[src/rtl/exec_sequencer_if.sv]
// Instruction handshake, ALU control and completion signals of the execute sequencer.
// The slave modport is the sequencer's view; master is the surrounding pipeline/bench.
interface exec_sequencer_if;
  logic       op_valid;
  logic       op_ready;
  logic [5:0] opcode;
  logic [5:0] funct;
  logic [4:0] control_type;
  logic       ctl_valid;
  logic       md_done;
  logic       overflow;
  logic       cond_true;
  logic       done;
  logic       branch_taken;
  logic [1:0] exc_code;

  modport slave (
    input  op_valid, opcode, funct, md_done, overflow, cond_true,
    output op_ready, control_type, ctl_valid, done, branch_taken, exc_code
  );

  modport master (
    output op_valid, opcode, funct, md_done, overflow, cond_true,
    input  op_ready, control_type, ctl_valid, done, branch_taken, exc_code
  );
endinterface

[src/rtl/exec_sequencer.sv]
// Multi-cycle execute sequencer: decodes one instruction at a time, drives the ALU control code,
// waits on mult/div or samples ALU flags, then reports completion with exception/branch status.
module exec_sequencer #(
  parameter int MD_TIMEOUT = 64
) (
  input  logic             clk,
  input  logic             reset_n,
  exec_sequencer_if.slave  bus
);

  localparam int CW = (MD_TIMEOUT > 1) ? $clog2(MD_TIMEOUT) : 1;
  localparam logic [CW-1:0] CNT_LAST = CW'(MD_TIMEOUT - 1);
  localparam logic [4:0] NOP = 5'h1F;

  typedef enum logic [2:0] {
    IDLE,
    ISSUE,
    WAIT_MD,
    CHECK,
    ILLEGAL,
    DONE
  } state_e;

  state_e        state_q, state_d;
  logic [4:0]    code_q, code_d;
  logic [CW-1:0] cnt_q, cnt_d;
  logic [1:0]    exc_q, exc_d;
  logic          taken_q, taken_d;

  logic          decIllegal;
  logic [4:0]    decCode;

  // Bit 5 of the result flags an undecodable instruction; bits 4:0 are the control code.
  function automatic logic [5:0] decodeOp(input logic [5:0] op, input logic [5:0] fn);
    logic [5:0] r;
    r = 6'h00;
    if (op == 6'h00) begin
      case (fn)
        6'h20:   r[4:0] = 5'h01;
        6'h21:   r[4:0] = 5'h0B;
        6'h22:   r[4:0] = 5'h02;
        6'h24:   r[4:0] = 5'h03;
        6'h25:   r[4:0] = 5'h08;
        6'h2A:   r[4:0] = 5'h07;
        6'h1A:   r[4:0] = 5'h09;
        6'h18:   r[4:0] = 5'h0A;
        6'h10:   r[4:0] = 5'h0C;
        6'h12:   r[4:0] = 5'h0D;
        default: r[5]   = 1'b1;
      endcase
    end else begin
      case (op)
        6'h04:   r[4:0] = 5'h0E;
        6'h05:   r[4:0] = 5'h0F;
        6'h06:   r[4:0] = 5'h10;
        6'h07:   r[4:0] = 5'h11;
        6'h08:   r[4:0] = 5'h01;
        6'h09:   r[4:0] = 5'h0B;
        6'h0F:   r[4:0] = 5'h12;
        default: r[5]   = 1'b1;
      endcase
    end
    return r;
  endfunction

  always_comb begin
    {decIllegal, decCode} = decodeOp(bus.opcode, bus.funct);
  end

  always_ff @(posedge clk or negedge reset_n) begin
    if (!reset_n) begin
      state_q <= IDLE;
      code_q  <= 5'h00;
      cnt_q   <= '0;
      exc_q   <= 2'b00;
      taken_q <= 1'b0;
    end else begin
      state_q <= state_d;
      code_q  <= code_d;
      cnt_q   <= cnt_d;
      exc_q   <= exc_d;
      taken_q <= taken_d;
    end
  end

  // The WAIT_MD counter is held at zero outside WAIT_MD, so it is already cleared on entry.
  always_comb begin
    state_d = state_q;
    code_d  = code_q;
    cnt_d   = '0;
    exc_d   = exc_q;
    taken_d = taken_q;
    case (state_q)
      IDLE: begin
        if (bus.op_valid) begin
          code_d  = decCode;
          exc_d   = 2'b00;
          taken_d = 1'b0;
          state_d = decIllegal ? ILLEGAL : ISSUE;
        end
      end
      ISSUE: begin
        if (code_q == 5'h09 || code_q == 5'h0A) begin
          state_d = WAIT_MD;
        end else if (code_q == 5'h01 || code_q == 5'h02 ||
                     (code_q >= 5'h0E && code_q <= 5'h11)) begin
          state_d = CHECK;
        end else begin
          state_d = DONE;
        end
      end
      WAIT_MD: begin
        cnt_d = cnt_q + CW'(1);
        if (bus.md_done) begin
          exc_d   = 2'b00;
          state_d = DONE;
        end else if (cnt_q == CNT_LAST) begin
          exc_d   = 2'b11;
          state_d = DONE;
        end
      end
      CHECK: begin
        if (code_q == 5'h01 || code_q == 5'h02) begin
          exc_d = bus.overflow ? 2'b01 : 2'b00;
        end
        if (code_q >= 5'h0E && code_q <= 5'h11) begin
          taken_d = bus.cond_true;
        end
        state_d = DONE;
      end
      ILLEGAL: begin
        exc_d   = 2'b10;
        state_d = DONE;
      end
      DONE: begin
        state_d = IDLE;
      end
      default: begin
        state_d = IDLE;
      end
    endcase
  end

  // Outputs decode straight from state so reset forces them without waiting for a clock.
  always_comb begin
    bus.op_ready     = (state_q == IDLE);
    bus.ctl_valid    = (state_q == ISSUE);
    bus.done         = (state_q == DONE);
    bus.control_type = (state_q == ISSUE || state_q == WAIT_MD || state_q == CHECK) ? code_q : NOP;
    bus.exc_code     = (state_q == DONE) ? exc_q : 2'b00;
    bus.branch_taken = (state_q == DONE) ? taken_q : 1'b0;
  end

endmodule
[src/flat_wrapper.sv]
// flat-port wrapper written by rule: the top's interface ports become plain ports
module exec_sequencer_flat 
#(
  parameter int MD_TIMEOUT = 64
)
  (clk, reset_n, bus_op_valid, bus_opcode, bus_funct, bus_md_done, bus_overflow, bus_cond_true, bus_op_ready, bus_control_type, bus_ctl_valid, bus_done, bus_branch_taken, bus_exc_code);
  exec_sequencer_if bus_i ();
  input  logic clk;
  input  logic reset_n;
  input wire logic [$bits(bus_i.op_valid)-1:0] bus_op_valid;
  input wire logic [$bits(bus_i.opcode)-1:0] bus_opcode;
  input wire logic [$bits(bus_i.funct)-1:0] bus_funct;
  input wire logic [$bits(bus_i.md_done)-1:0] bus_md_done;
  input wire logic [$bits(bus_i.overflow)-1:0] bus_overflow;
  input wire logic [$bits(bus_i.cond_true)-1:0] bus_cond_true;
  output wire logic [$bits(bus_i.op_ready)-1:0] bus_op_ready;
  output wire logic [$bits(bus_i.control_type)-1:0] bus_control_type;
  output wire logic [$bits(bus_i.ctl_valid)-1:0] bus_ctl_valid;
  output wire logic [$bits(bus_i.done)-1:0] bus_done;
  output wire logic [$bits(bus_i.branch_taken)-1:0] bus_branch_taken;
  output wire logic [$bits(bus_i.exc_code)-1:0] bus_exc_code;
  assign bus_i.op_valid = bus_op_valid;
  assign bus_i.opcode = bus_opcode;
  assign bus_i.funct = bus_funct;
  assign bus_i.md_done = bus_md_done;
  assign bus_i.overflow = bus_overflow;
  assign bus_i.cond_true = bus_cond_true;
  assign bus_op_ready = bus_i.op_ready;
  assign bus_control_type = bus_i.control_type;
  assign bus_ctl_valid = bus_i.ctl_valid;
  assign bus_done = bus_i.done;
  assign bus_branch_taken = bus_i.branch_taken;
  assign bus_exc_code = bus_i.exc_code;
  exec_sequencer #(.MD_TIMEOUT(MD_TIMEOUT)) u_core (.clk(clk), .reset_n(reset_n), .bus(bus_i));
endmodule
[config.mk]
export PLATFORM = sky130hd
export DESIGN_NAME = exec_sequencer_flat
export DESIGN_NICKNAME = d
export VERILOG_FILES = /design/src/rtl/exec_sequencer_if.sv /design/src/rtl/exec_sequencer.sv /design/src/flat_wrapper.sv
export SDC_FILE = /design/constraint.sdc
export NUM_CORES = 1
export LEC_CHECK = 0
export CAP_MARGIN = 20
export CORE_ASPECT_RATIO = 1.1
export CORE_MARGIN = 5
export CORE_UTILIZATION = 50
export DETAILED_ROUTE_END_ITERATION = 7
export GPL_TIMING_DRIVEN = 0
export PLACE_DENSITY = 0.77
export SYNTH_ARGS = -nofsm -noshare
export SYNTH_HDL_FRONTEND = slang
export SYNTH_SLANG_ARGS = --single-unit
[constraint.sdc]
create_clock -name clk -period 3.2 [get_ports clk]
set_input_delay 0.64 -clock clk [delete_from_list [all_inputs] [get_ports clk]]
set_output_delay 0.64 -clock clk [all_outputs]
set_load 0.01 [all_outputs]
==> results.json, run 1 <==
{
  "syn-num-nets": 171,
  "avgSynthCellArea_um2": 8.322,
  "die_w_um": 57.96,
  "cts_buffers": 3,
  "overflow": 0,
  "cap_viol_max_count": 0,
  "cts_hold_buf": 0,
  "ir_drop_mv": 0.4998,
  "slew_headroom": 0.4881,
  "status": "complete, no violations",
  "hold_viol": 0,
  "synth-async-reset-ratio": 1.000,
  "cts_setup_buffers": 0,
  "worstMarginPinSlew_ps": 765.4,
  "vias": 1251,
  "end_kind": "primary output",
  "power_density_nw_per_um2": 629.2,
  "worstPathMaxFanout": 10,
  "ys.flop_type": "dfrtp_1",
  "rows": 19,
  "crit_path_start_kind": "flip-flop",
  "htree_levels": 1,
  "cts_tree": "done",
  "finalSetupViolations": 0,
  "drt_iter0_markers": 53,
  "drive_gt1_frac": 0.08287,
  "io_buffer_count": 25,
  "ioPinCount": 29,
  "detail-route-antenna-nets": 0,
  "antenna_cells": 0,
  "synth.distinct_cells": 42,
  "gp_congestion": 0.7526,
  "clockBufferDepth": 2,
  "clk_latency_ps": 290,
  "grt_pass1_vias": 1145,
  "regToRegSetupSlack_ps": 1560,
  "fmax_mhz": 370.8,
  "wl_per_cell_um": 13.70,
  "nNetsFinal": 201,
  "synth_warnings": 0,
  "firstDrtPassIters": 4,
  "worstPathRequired_ps": 2560,
  "grt_max_degree": 18,
  "grt_antenna_before_repair": 0,
  "core_area_um2": 2472,
  "synth-edff-count": 0,
  "rsz0062_at_grt": "no",
  "finClkSkew_ps": 2.951,
  "wirelength_um": 2905,
  "die_area_um2": 3637,
  "layout_min_cycle_time_ps": 2697,
  "cts_root_buf": "clkbuf_4",
  "cts.clk_slew.worst_paths_ps": 110,
  "cp.arrival_ps": 2060,
  "place_inst": 208,
  "hold_class": "flip-flop to flip-flop",
  "start_util": 0.5116,
  "p_leak_nw": 0.6084,
  "synth-seq-cells": 17,
  "gr-usage-all-layers": 0.1607,
  "syn_inst": 152,
  "drv_slew": 0,
  "viasPerCell": 5.901,
  "layout.cells.non_filler": 212,
  "setup.worst_path.class": "flip-flop to primary output",
  "die_y_um": 62.76,
  "setup_tns_ps": 0,
  "ctsResizeCount": 0,
  "cts_sinks": 17,
  "yosysSeqAreaShare": 0.3363,
  "drcViolationCount": 0,
  "dp_hpwl_um": 2264,
  "netlist_area_um2": 1265,
  "syn2layout_area_growth_pct": 25.22,
  "grt_pass1_wl_um": 4836,
  "finalCritPeriodShare": 0.8427
}
==> layout by cell type (no fill, tap or decap), types with 3 or more instances in the layout <==
cell type	count
xor2_1	3
clkdlybuf4s50_1	25
o21ai_0	5
and2_1	4
nand3_1	3
o21ai_1	4
clkbuf_1	5
inv_1	4
clkbuf_4	3
nor3b_1	4
nor2_1	18
and3_1	3
nand2b_1	3
a21oi_1	8
nor2b_1	3
or3_1	5
dfrtp_1	17
nand2_1	17
nor4b_2	3
nor4b_1	3
nor3_1	9
==> registers in the layout, summed over array words and instances (netlist names) <==
register,count
u_core.cnt_q,6
u_core.code_q,5
u_core.state_q,3
u_core.exc_q,2
u_core.taken_q,1
==> metrics by stage <==
step	area [um2]	setup WS [ps]	utilization	hold WS [ps]	power [mW]
after CTS	1584	482.5	0.6407	507.5	1.003
after global placement	1554	742.1	0.6285	476.7	0.8612
final	1584	503.2	0.6407	499.8	0.9966
after detailed placement	1554	646.4	0.6285	491.7	0.8793
after floorplan	1265	1335	-	344.4	0.6616
after global routing	1584	386.6	0.6407	539.9	1.075
==> synth_stat cells (2+ instances only) <==
master    count  share of area
o21ai_1       4          0.016
inv_1         4          0.012
nand3_1       3          0.012
or3_1         5          0.025
a21oi_1       8          0.032
clkbuf_1      5          0.015
xor2_1        3          0.021
nand2_1      17          0.050
o21ai_0       5          0.020
nor3_1        9          0.036
nor4b_2       3          0.036
nor2_1       18          0.053
nor4bb_1      2          0.016
dfrtp_1      17           0.34
a211oi_1      2          0.012
nor2b_1       3          0.015
a31o_2        2          0.014
nor3b_1       4          0.024
nand2b_1      3          0.015
nor4b_1       3          0.021
xnor2_1       2          0.014
and4bb_2      2          0.020
o211ai_1      2          0.012
a31oi_1       2         0.0099
and2_1        4          0.020
and3_1        3          0.015
o22ai_1       2         0.0099
==> worst paths after layout <==
| check | startpoint | endpoint | cells after the start |
|---|---|---|---|
| setup reg to reg | u_core.cnt_q[0]$_DFF_PN0_ | u_core.exc_q[0]$_DFFE_PN0P_ | 5 |
| hold / removal | u_core.cnt_q[0]$_DFF_PN0_ | u_core.cnt_q[0]$_DFF_PN0_ | 1 |
| hold reg to reg | u_core.cnt_q[0]$_DFF_PN0_ | u_core.cnt_q[0]$_DFF_PN0_ | 1 |
| max in group asynchronous | reset_n | u_core.code_q[2]$_DFFE_PN0P_ | 1 |
| min in group asynchronous | reset_n | u_core.exc_q[0]$_DFFE_PN0P_ | 1 |
| setup / recovery | u_core.state_q[0]$_DFFE_PN0P_ | bus_ctl_valid | 4 |
==> worst max-delay path, stage by stage (launching register included) <==
cell             delay [ps]
dfrtp_1                 380
clkbuf_1                300
or3b_2                  490
inv_1                    60
clkdlybuf4s50_1         520
==> logic make-up after synthesis <==
logic type | share of synthesized area
AOI/OAI and AO/OA | 0.1988
DFF | 0.3363
buffers and inverters | 0.03561
adders and majority gates | 0.009890
muxes | 0.007913
xor gates and xnor gates | 0.03463
and+or+nand+nor | 0.3768
==> report_power, final <==
part / internal (mW) / switching [mW] / total, mW
clock network: 0.0476 / 0.0731 / 0.121
registers: 0.266 / 0.0612 / 0.327
logic: 0.273 / 0.276 / 0.549
==> layer usage <==
metal  GRT usage  wire (um)
met1      0.2056       1272
met2      0.2768       1454
met3     0.01653        141
met4     0.05217         36
met5           0          0
==> layout make-up <==
cell class | count | area (um2)
Fill cell | 217 | 888.4
Tap cell | 31 | 38.79
Multi-Input combinational cell | 125 | 794.5
Clock buffer | 3 | 22.52
Sequential cell | 17 | 425.4
Clock inverter | 1 | 7.507
Buffer | 6 | 30.03
Inverter | 4 | 15.01
Timing Repair Buffer | 25 | 250.2
Power figures use the tool's default switching activity.
==> run 2: changes to the inputs <==
--- a/config.mk
+++ b/config.mk
@@ -8,10 +8,10 @@
 export CAP_MARGIN = 20
 export CORE_ASPECT_RATIO = 1.1
 export CORE_MARGIN = 5
-export CORE_UTILIZATION = 50
+export CORE_UTILIZATION = 45
 export DETAILED_ROUTE_END_ITERATION = 7
 export GPL_TIMING_DRIVEN = 0
-export PLACE_DENSITY = 0.77
+export PLACE_DENSITY = 0.73
 export SYNTH_ARGS = -nofsm -noshare
 export SYNTH_HDL_FRONTEND = slang
 export SYNTH_SLANG_ARGS = --single-unit
==> constraint.sdc (replaced) <==
create_clock -name clk -period 2.33 [get_ports clk]
set_input_delay 0.466 -clock clk [delete_from_list [all_inputs] [get_ports clk]]
set_output_delay 0.466 -clock clk [all_outputs]
set_load 0.01 [all_outputs]
==> results.json, run 2 (synthesis gave the netlist of run 1 again) <==
{
  "layout_min_cycle_time_ps": 2235,
  "nNetsFinal": 204,
  "grt_pass1_wl_um": 5092,
  "cts.clk_slew.worst_paths_ps": 100,
  "finalSetupViolations": 0,
  "grt_max_degree": 18,
  "detail-route-antenna-nets": 0,
  "ir_drop_mv": 0.4207,
  "setup_tns_ps": 0,
  "register_area_um2": 425.4,
  "slew_headroom": 0.4990,
  "reg_top3": "u_core.cnt_q: 6 flops, u_core.code_q: 5 flops, u_core.state_q: 3 flops",
  "final_common_cell": "clkdlybuf4s50_1",
  "end_kind": "primary output",
  "p_leak_nw": 0.6357,
  "rows": 20,
  "die_w_um": 60.55,
  "finalCritPeriodShare": 0.9594,
  "gr-usage-all-layers": 0.1607,
  "worstPathRequired_ps": 1860,
  "setup.worst_path.class": "flip-flop to primary output",
  "htree_levels": 1,
  "drive_gt1_frac": 0.1250,
  "setup_ws_ps": 94.60,
  "power_density_nw_per_um2": 882.0,
  "hold_viol": 0,
  "syn2layout_area_growth_pct": 28.39,
  "worstMarginPinSlew_ps": 749.2,
  "fmax_mhz": 447.3,
  "core_area_um2": 2728,
  "grt_antenna_before_repair": 0,
  "fillCellCount": 251,
  "cts_root_buf": "clkbuf_4",
  "largest_reg_flops": 6,
  "crit_path_start_kind": "flip-flop",
  "cp.arrival_ps": 1770,
  "clk_latency_ps": 290,
  "multi_input_area_um2": 803.3,
  "cap_viol_max_count": 0,
  "wl_per_cell_um": 13.97,
  "start_util": 0.4638,
  "hold_class": "flip-flop to flip-flop",
  "gp_congestion": 0.8581,
  "clockBufferDepth": 2,
  "drt_iter0_markers": 38,
  "grt_pass1_vias": 1258,
  "finClkSkew_ps": 0.9380,
  "cts_sinks": 17,
  "wirelength_um": 3032,
  "place_ws_ps": -23.01,
  "die_y_um": 65.61,
  "final_cell_mix": "clkdlybuf4s50_1, nor2_1, nand2_1, dfrtp_1",
  "die_area_um2": 3972,
  "ioPinCount": 29,
  "drv_slew": 0,
  "cts_hold_buf": 0,
  "firstDrtPassIters": 6,
  "drcViolationCount": 1,
  "cts_buffers": 3,
  "io_buffer_count": 25,
  "antenna_cells": 0,
  "vias": 1252,
  "overflow": 0,
  "regMostFlops": "u_core.cnt_q",
  "rsz0062_at_grt": "no",
  "viasPerCell": 5.770,
  "violations": "DRC",
  "dp_hpwl_um": 2343,
  "cts_tree": "done",
  "status": "finished, violations left",
  "worstPathMaxFanout": 8
}
## run 2: cell count changes in the layout (fill, tap and decap cells not counted), sizes merged
cell | before | now
buf | 1 | 5
clkbuf | 8 | 7
dlygate4sd2 | 0 | 1
clkdlybuf4s50 | 25 | 24
## run 2: cell type report
class,count,share of cell area
Multi-Input combinational cell,125,0.4946
Sequential cell,17,0.2619
Buffer,6,0.02311
Clock inverter,1,0.004622
Timing Repair Buffer,28,0.1672
Inverter,4,0.009245
Clock buffer,3,0.01387
Tap cell,33,0.02542
## run 2: worst paths after layout
check                                              start                         end  slack (ps)  cells past startpoint
max                        u_core.state_q[1]$_DFFE_PN0P_                bus_op_ready          90                      2
min                            u_core.cnt_q[0]$_DFF_PN0_   u_core.cnt_q[0]$_DFF_PN0_         480                      1
max reg2reg                 u_core.code_q[2]$_DFFE_PN0P_  u_core.taken_q$_DFFE_PN0P_         630                      5
min reg2reg                    u_core.cnt_q[0]$_DFF_PN0_   u_core.cnt_q[0]$_DFF_PN0_         480                      1
max in group asynchronous                        reset_n  u_core.taken_q$_DFFE_PN0P_        1250                      1
min in group asynchronous                        reset_n   u_core.cnt_q[4]$_DFF_PN0_         610                      1
## run 2: layer usage
metal	vias to the layer above	wire length [um]	global-route usage
met4	0	21	0.03252
met1	581	1248	0.1816
met5	-	0	0
met2	38	1567	0.3135
li1	631	-	-
met3	2	195	0.01768
## run 2: worst max-delay path, cell delays in order (launching register included)
cell	delay, ps
dfrtp_1	490
nor3_2	380
clkdlybuf4s50_1	620
## run 2: report_power, final
group	switching, mW	internal (mW)
registers	0.0873	0.365
clock network	0.0941	0.0652
logic	0.399	0.421
## run 2: stage by stage
stage | util | area [um2] | std cells | hold slack (ps) | total power, mW
floorplan | - | 1265 | 152 | 170.4 | 0.9086
global route | 0.5954 | 1624 | 217 | 541.1 | 1.542
global placement | 0.5706 | 1556 | 210 | 460.0 | 1.189
detailed placement | 0.5706 | 1556 | 210 | 473.6 | 1.214
CTS | 0.5931 | 1618 | 217 | 488.3 | 1.426
finish | 0.5954 | 1624 | 217 | 483.2 | 1.432
## run 2: what timing repair did
item	CTS	global route
setup buffers	3	0
pin swaps	0	0
resized for setup	5	5
setup endpoints to repair	5	8
endpoints found under the hold margin	0	0
